File: src/rtl/iic_pkg.sv
// Shared constants for the I2C EEPROM target: FSM state encodings, the default
// device address and the bus-level meaning of ACK/NACK.
package iic_pkg;

    localparam logic [3:0] ST_IDLE      = 4'd0;
    localparam logic [3:0] ST_DEV_ADDR  = 4'd1;
    localparam logic [3:0] ST_DEV_ACK   = 4'd2;
    localparam logic [3:0] ST_WORD_ADDR = 4'd3;
    localparam logic [3:0] ST_WORD_ACK  = 4'd4;
    localparam logic [3:0] ST_WR_DATA   = 4'd5;
    localparam logic [3:0] ST_WR_ACK    = 4'd6;
    localparam logic [3:0] ST_RD_DATA   = 4'd7;
    localparam logic [3:0] ST_RD_ACK    = 4'd8;
    localparam logic [3:0] ST_IGNORE    = 4'd9;

    localparam logic [6:0] DEFAULT_DEV_ADDR = 7'b1010000;

    localparam logic ACK  = 1'b0;
    localparam logic NACK = 1'b1;

endpackage

File: src/rtl/iic_line_sync.sv
// Conditions one raw I2C pad line: 2-FF synchroniser, optional 3-sample majority
// filter (IIC_SLAVE_GLITCH_FILTER_EN), and single-cycle rise/fall pulses.
module iic_line_sync (
    input  logic clk,
    input  logic rst,
    input  logic raw,
    output logic level,
    output logic rise,
    output logic fall
);

    logic [1:0] sync;
    logic       filt;
    logic       prev;

    // Everything resets to the bus idle level (high) so that leaving reset on
    // an idle bus produces no spurious edge.
    // NOTE: sequential state uses non-blocking assignments only; blocking ones
    // here would let a register see its neighbour's new value in the same edge.
    always_ff @(posedge clk) begin
        if (rst) begin
            sync <= 2'b11;
        end else begin
            sync <= {sync[0], raw};
        end
    end

`ifdef IIC_SLAVE_GLITCH_FILTER_EN
    logic [1:0] hist;

    always_ff @(posedge clk) begin
        if (rst) begin
            hist <= 2'b11;
            filt <= 1'b1;
        end else begin
            hist <= {hist[0], sync[1]};
            filt <= (sync[1] & hist[0]) | (sync[1] & hist[1]) | (hist[0] & hist[1]);
        end
    end
`else
    assign filt = sync[1];
`endif

    always_ff @(posedge clk) begin
        if (rst) begin
            prev <= 1'b1;
        end else begin
            prev <= filt;
        end
    end

    assign level = filt;
    assign rise  = filt & ~prev;
    assign fall  = ~filt & prev;

endmodule

File: src/rtl/iic_eeprom_slave.sv
// I2C target emulating a 24C02-style EEPROM: address/word ACK, page writes with
// in-page pointer wrap, and sequential reads. Glitch filter: IIC_SLAVE_GLITCH_FILTER_EN.
module iic_eeprom_slave
    import iic_pkg::*;
#(
    parameter logic [6:0] DEV_ADDR = DEFAULT_DEV_ADDR,
    parameter int         MEM_AW   = 8,
    parameter int         PAGE_W   = 3
) (
    input  logic              clk,
    input  logic              rst,
    input  logic              scl_i,
    input  logic              sda_i,
    output logic              sda_oe,
    output logic              wr_strobe,
    output logic [MEM_AW-1:0] wr_addr,
    output logic [7:0]        wr_data,
    output logic              selected
);

    localparam int              DEPTH     = 1 << MEM_AW;
    localparam logic [MEM_AW-1:0] PAGE_MASK = MEM_AW'((1 << PAGE_W) - 1);
    localparam logic [MEM_AW-1:0] PTR_ONE   = MEM_AW'(1);

    logic scl, scl_rise, scl_fall;
    logic sda, sda_rise, sda_fall;

    iic_line_sync u_scl_sync (
        .clk   (clk),
        .rst   (rst),
        .raw   (scl_i),
        .level (scl),
        .rise  (scl_rise),
        .fall  (scl_fall)
    );

    iic_line_sync u_sda_sync (
        .clk   (clk),
        .rst   (rst),
        .raw   (sda_i),
        .level (sda),
        .rise  (sda_rise),
        .fall  (sda_fall)
    );

    logic              start_cond, stop_cond;
    logic [3:0]        state;
    logic [3:0]        bit_cnt;
    logic [7:0]        shreg;
    logic [7:0]        shift_in;
    logic [MEM_AW-1:0] ptr;
    logic [MEM_AW-1:0] ptr_page_next;
    logic              rw;
    logic              drv_pend;
    logic              mem_we;
    logic [7:0]        mem [DEPTH];
    logic [7:0]        rd_q;

    assign start_cond    = sda_fall & scl;
    assign stop_cond     = sda_rise & scl;
    assign shift_in      = {shreg[6:0], sda};
    assign ptr_page_next = (ptr & ~PAGE_MASK) | ((ptr + PTR_ONE) & PAGE_MASK);
    assign mem_we        = (state == ST_WR_DATA) && scl_rise && (bit_cnt == 4'd7)
                           && !start_cond && !stop_cond;

    // NOTE: the byte array has no reset; clearing it would turn the RAM into
    // flops. Contents are defined only after they are written over the bus.
    always_ff @(posedge clk) begin
        if (mem_we) begin
            mem[ptr] <= shift_in;
        end
        rd_q <= mem[ptr];
    end

    always_ff @(posedge clk) begin
        if (rst) begin
            state     <= ST_IDLE;
            bit_cnt   <= 4'd0;
            shreg     <= 8'd0;
            ptr       <= '0;
            rw        <= 1'b0;
            drv_pend  <= 1'b0;
            sda_oe    <= 1'b0;
            wr_strobe <= 1'b0;
            wr_addr   <= '0;
            wr_data   <= 8'd0;
            selected  <= 1'b0;
        end else begin
            wr_strobe <= 1'b0;
            if (start_cond) begin
                state    <= ST_DEV_ADDR;
                bit_cnt  <= 4'd0;
                sda_oe   <= 1'b0;
                drv_pend <= 1'b0;
                selected <= 1'b0;
            end else if (stop_cond) begin
                state    <= ST_IDLE;
                bit_cnt  <= 4'd0;
                sda_oe   <= 1'b0;
                drv_pend <= 1'b0;
                selected <= 1'b0;
            end else begin
                case (state)
                    ST_DEV_ADDR: begin
                        if (scl_rise) begin
                            shreg <= shift_in;
                            if (bit_cnt == 4'd7) begin
                                bit_cnt <= 4'd0;
                                rw      <= sda;
                                state   <= (shift_in[7:1] == DEV_ADDR) ? ST_DEV_ACK : ST_IGNORE;
                            end else begin
                                bit_cnt <= bit_cnt + 4'd1;
                            end
                        end
                    end

                    // bit_cnt 0: first fall starts the ACK bit; 1: ninth fall ends it.
                    ST_DEV_ACK: begin
                        if (scl_fall) begin
                            if (bit_cnt == 4'd0) begin
                                sda_oe   <= ~ACK;
                                selected <= 1'b1;
                                bit_cnt  <= 4'd1;
                            end else begin
                                sda_oe  <= 1'b0;
                                bit_cnt <= 4'd0;
                                if (rw) begin
                                    shreg    <= rd_q;
                                    drv_pend <= 1'b1;
                                    state    <= ST_RD_DATA;
                                end else begin
                                    state <= ST_WORD_ADDR;
                                end
                            end
                        end
                    end

                    ST_WORD_ADDR: begin
                        if (scl_rise) begin
                            shreg <= shift_in;
                            if (bit_cnt == 4'd7) begin
                                bit_cnt <= 4'd0;
                                ptr     <= MEM_AW'(shift_in);
                                state   <= ST_WORD_ACK;
                            end else begin
                                bit_cnt <= bit_cnt + 4'd1;
                            end
                        end
                    end

                    ST_WORD_ACK, ST_WR_ACK: begin
                        if (scl_fall) begin
                            if (bit_cnt == 4'd0) begin
                                sda_oe  <= ~ACK;
                                bit_cnt <= 4'd1;
                            end else begin
                                sda_oe  <= 1'b0;
                                bit_cnt <= 4'd0;
                                state   <= ST_WR_DATA;
                            end
                        end
                    end

                    ST_WR_DATA: begin
                        if (scl_rise) begin
                            shreg <= shift_in;
                            if (bit_cnt == 4'd7) begin
                                bit_cnt   <= 4'd0;
                                wr_strobe <= 1'b1;
                                wr_addr   <= ptr;
                                wr_data   <= shift_in;
                                ptr       <= ptr_page_next;
                                state     <= ST_WR_ACK;
                            end else begin
                                bit_cnt <= bit_cnt + 4'd1;
                            end
                        end
                    end

                    // The next bit goes out one cycle after each SCL fall, which also
                    // covers the one-cycle memory read latency on the first bit.
                    ST_RD_DATA: begin
                        if (drv_pend) begin
                            sda_oe   <= ~shreg[7];
                            drv_pend <= 1'b0;
                        end
                        if (scl_rise) begin
                            bit_cnt <= bit_cnt + 4'd1;
                        end else if (scl_fall) begin
                            if (bit_cnt == 4'd8) begin
                                sda_oe  <= 1'b0;
                                bit_cnt <= 4'd0;
                                state   <= ST_RD_ACK;
                            end else begin
                                shreg    <= {shreg[6:0], 1'b0};
                                drv_pend <= 1'b1;
                            end
                        end
                    end

                    ST_RD_ACK: begin
                        if (scl_rise) begin
                            if (sda == NACK) begin
                                state <= ST_IGNORE;
                            end else begin
                                ptr     <= ptr + PTR_ONE;
                                bit_cnt <= 4'd1;
                            end
                        end else if (scl_fall && bit_cnt == 4'd1) begin
                            shreg    <= rd_q;
                            drv_pend <= 1'b1;
                            bit_cnt  <= 4'd0;
                            state    <= ST_RD_DATA;
                        end
                    end

                    ST_IDLE, ST_IGNORE: begin
                    end

                    default: begin
                        state <= ST_IDLE;
                    end
                endcase
            end
        end
    end

endmodule

File: config.mk
export PLATFORM = sky130hd
export DESIGN_NAME = iic_eeprom_slave
export DESIGN_NICKNAME = d
export VERILOG_FILES = /design/src/rtl/iic_pkg.sv /design/src/rtl/iic_line_sync.sv /design/src/rtl/iic_eeprom_slave.sv
export SDC_FILE = /design/constraint.sdc
export NUM_CORES = 2
export LEC_CHECK = 0
export BUFFER_PORTS_ARGS = -buffer_cell sky130_fd_sc_hd__buf_2
export CAP_MARGIN = 20
export CORE_ASPECT_RATIO = 1.2
export CORE_UTILIZATION = 30
export CTS_CLUSTER_DIAMETER = 40
export DETAILED_ROUTE_END_ITERATION = 12
export PLACE_DENSITY = 0.55
export SETUP_SLACK_MARGIN = 0.5
export SLEW_MARGIN = 20
export SYNTH_ARGS = -nofsm -noshare
export SYNTH_HDL_FRONTEND = slang
export SYNTH_SLANG_ARGS = --single-unit
File: constraint.sdc
create_clock -name clk -period 11.06 [get_ports clk]
set_clock_uncertainty 0.15 [all_clocks]
set_input_delay 0.553 -clock clk [delete_from_list [all_inputs] [get_ports clk]]
set_output_delay 0.553 -clock clk [all_outputs]
set_load 0.02 [all_outputs]
==> metrics <==
outcome=finished clean; total core area=270000 um2; Cell variety after synth=64; Yosys Warn Count=0; Die ar.=273000 um2; routed metal-1 wire length=83600 um; Wirelength per Cell=26.4 um; first drt pass iteration count=5; DIE WIDTH=477 um; gr usage total=14.7%; DP HPWL=118000 um; Worst VDD drop=136 uV; # setup viols final=0; metal2 WL=103000 um; leakage=0.0276 uW; Iter 0 DRT Violations=4064; syn avg cell area=20.9 um2; Top Metal Used=met4; critical path required time=11.38 ns; # rows=209; Via Count=39.4k; synth top area cells=edfxtp_1 76%, mux4_2 14%, a22oi_1 2.4%; total negative slack=0 ns; crit path time final=5.36 ns; CTS Buf Count=227; Post-synth EDFFs=2048; post-synth top area cell=edfxtp_1; Worst EP arrival=5.68 ns; dominant synthesized flop cell=edfxtp_1; fin crit share=48.5%; Starting Density=30.1%; worst reg-to-reg setup slack=5.70 ns; crit end category=flip-flop; CTS H-tree lvls=4; detail-routed via count per cell=5.08; Die Ht=572 um; placed inst area=85600 um2; flops & latches, synth=2107; DRC Markers=0; unrepaired setup endpoints after global routing=false; sequential area share after synthesis=77.0%; cell area power density=197 nW/um2; Fin. Hold Viols=0; number of max-slew violations in the final report=0; post-route cell area=93300 um2; crit start category=flip-flop; Post-DRT Antenna Nets=0; metal3 WL=12700 um; Clock Path Buffers=4; Slew headroom=20.2%; Worst-path clk slew=0.06 ns; Worst-Margin Slew=1.18 ns; Worst-Skew Late Latency=0.87 ns; worst setup path class=reg2reg; Layout area overhead=14.6%; share of post-route cells with drive strength above 1=24.8%; Clk Tree Root Cell=clkbuf_16; largest net degree at the start of global routing=128; total grt overflow=0; global-route wire length before repair=296000 um; vias in the first global route=40.4k; syn_nets=3908; clock sink total=2107; I/O Buffers=22; CTS tree=built; share of the synthesized area in the top cell type=75.6%; Fmax=0.187 GHz; Max-Cap Viols=0; DRT Wirelength=205000 um; Ports=23; crit-path max FO=29; post-synthesis async set-or-reset flop share=0%; post-CTS sizing=0; Post-Syn Instances=3895; fin nets=3983; min-delay worst type=in2reg; routability cong.=0.805; initial antenna violation count=5; cell area after synthesis=81400 um2
logic make-up after synthesis:
logic type / Yosys count / share of synthesized area, %
AOI/OAI and AO/OA: 530 / 4.44
xor gates and xnor gates: 3 / 0.0323
adders and majority gates: 9 / 0.138
buffers and inverters: 272 / 1.63
DFF: 2107 / 77.0
muxes: 523 / 14.3
and+or+nand+nor: 451 / 2.42
power by group:
part / internal [uW] / total [uW] / switching, uW
clock network: 4420 / 7680 / 3260
logic: 144 / 1020 / 881
registers: 9510 / 9700 / 183
sequential cells by signal (all words and copies together), names as in the netlist, 2 cells and up:
signal and flops:
shreg 8, u_scl_sync.sync 2, bit_cnt 4, mem 2048, ptr 8, state 4, wr_addr 8, u_sda_sync.sync 2
wr_data 8, rd_q 8
final cells by class:
type / count / area, um2
Inverter: 11 / 41.3
Sequential cell: 2107 / 62700
Tap cell: 3587 / 4490
Fill cell: 25000 / 177000
Multi-Input combinational cell: 1516 / 17500
Antenna cell: 4 / 10.0
Timing Repair Buffer: 107 / 901
Clock buffer: 259 / 5840
Clock inverter: 151 / 1730
synthesized netlist by cell type, types with 6 or more instances:
cell	number
mux2i_1	10
ha_1	9
a311oi_1	11
a21o_1	7
nand2_1	72
buf_4	8
buf_2	60
and2_1	7
inv_1	11
buf_6	26
nand2b_1	11
a211oi_1	7
nor2_1	276
a21oi_1	166
edfxtp_1	2048
mux4_2	512
a31oi_1	9
dfxtp_1	59
nand4_1	14
or2_2	8
nand3_1	26
o41ai_1	32
o21ai_0	11
buf_1	26
nor2b_1	7
clkbuf_1	139
a22oi_1	258
nor3_1	6
per-layer routing:
layer | vias up | GRT usage [%]
li1 | 16500 | -
met1 | 21100 | 19.4
met2 | 1436 | 24.9
met3 | 296 | 2.27
met4 | 0 | 4.63
met5 | - | 0
metrics by stage:
stage	worst slack, ns	total power (uW)	std cells	utilization [%]	hold WS (ns)
floorplan	4.96	10500	3895	-	0.239
global placement	5.58	10800	7322	31.7	0.257
detailed placement	5.76	10900	7324	31.7	0.248
CTS	5.75	18500	7736	34.5	0.0855
global route	5.49	18900	7739	34.6	0.140
finish	5.70	18400	7742	34.6	0.149
placed cells by master (no fill, tap or decap), types with 8 or more instances in the layout:
cell type   Yosys  layout
clkinv_8        0       9
clkbuf_1      139      29
nand2b_1       11       9
nand3_2         0      15
a21oi_1       166     166
o41ai_1        32      27
clkinv_1        0      25
a311oi_1       11      11
dfxtp_4         0      10
nand2_1        72      71
inv_1          11      11
mux2i_1        10      10
nand4_1        14      14
bufinv_16       0      24
buf_2          60      22
clkbuf_16       0     228
clkinv_2        0      23
ha_1            9       9
clkinvlp_4      0      20
o21ai_0        11      11
buf_4           8      72
edfxtp_1     2048    2048
mux4_2        512     512
inv_6           0      27
nor2_1        276     275
a22oi_1       258     258
buf_12          0       8
a31oi_1         9       9
dfxtp_1        59      49
clkinv_4        0      13
or2_2           8       8
nand3_1        26      10
worst paths after layout:
path,start,cells after the start,end
max,state[2],5,mem[148][0]
min,rst,3,rw
max reg2reg,state[2],5,mem[148][0]
min reg2reg,u_scl_sync.sync[0],1,u_scl_sync.sync[1]
worst max-delay path, cell delays in order (launching register included):
cell	delay, ns
dfxtp_1	0.82
nor4bb_2	1.02
and4_2	0.49
buf_4	0.50
nand3_2	0.96
nor2_1	1.00
timing repair:
item	in CTS	in global routing
buffers inserted	0	0
hold endpoints to repair	2	0
hold buffers	2	0
(Power assumes the default switching activity.)
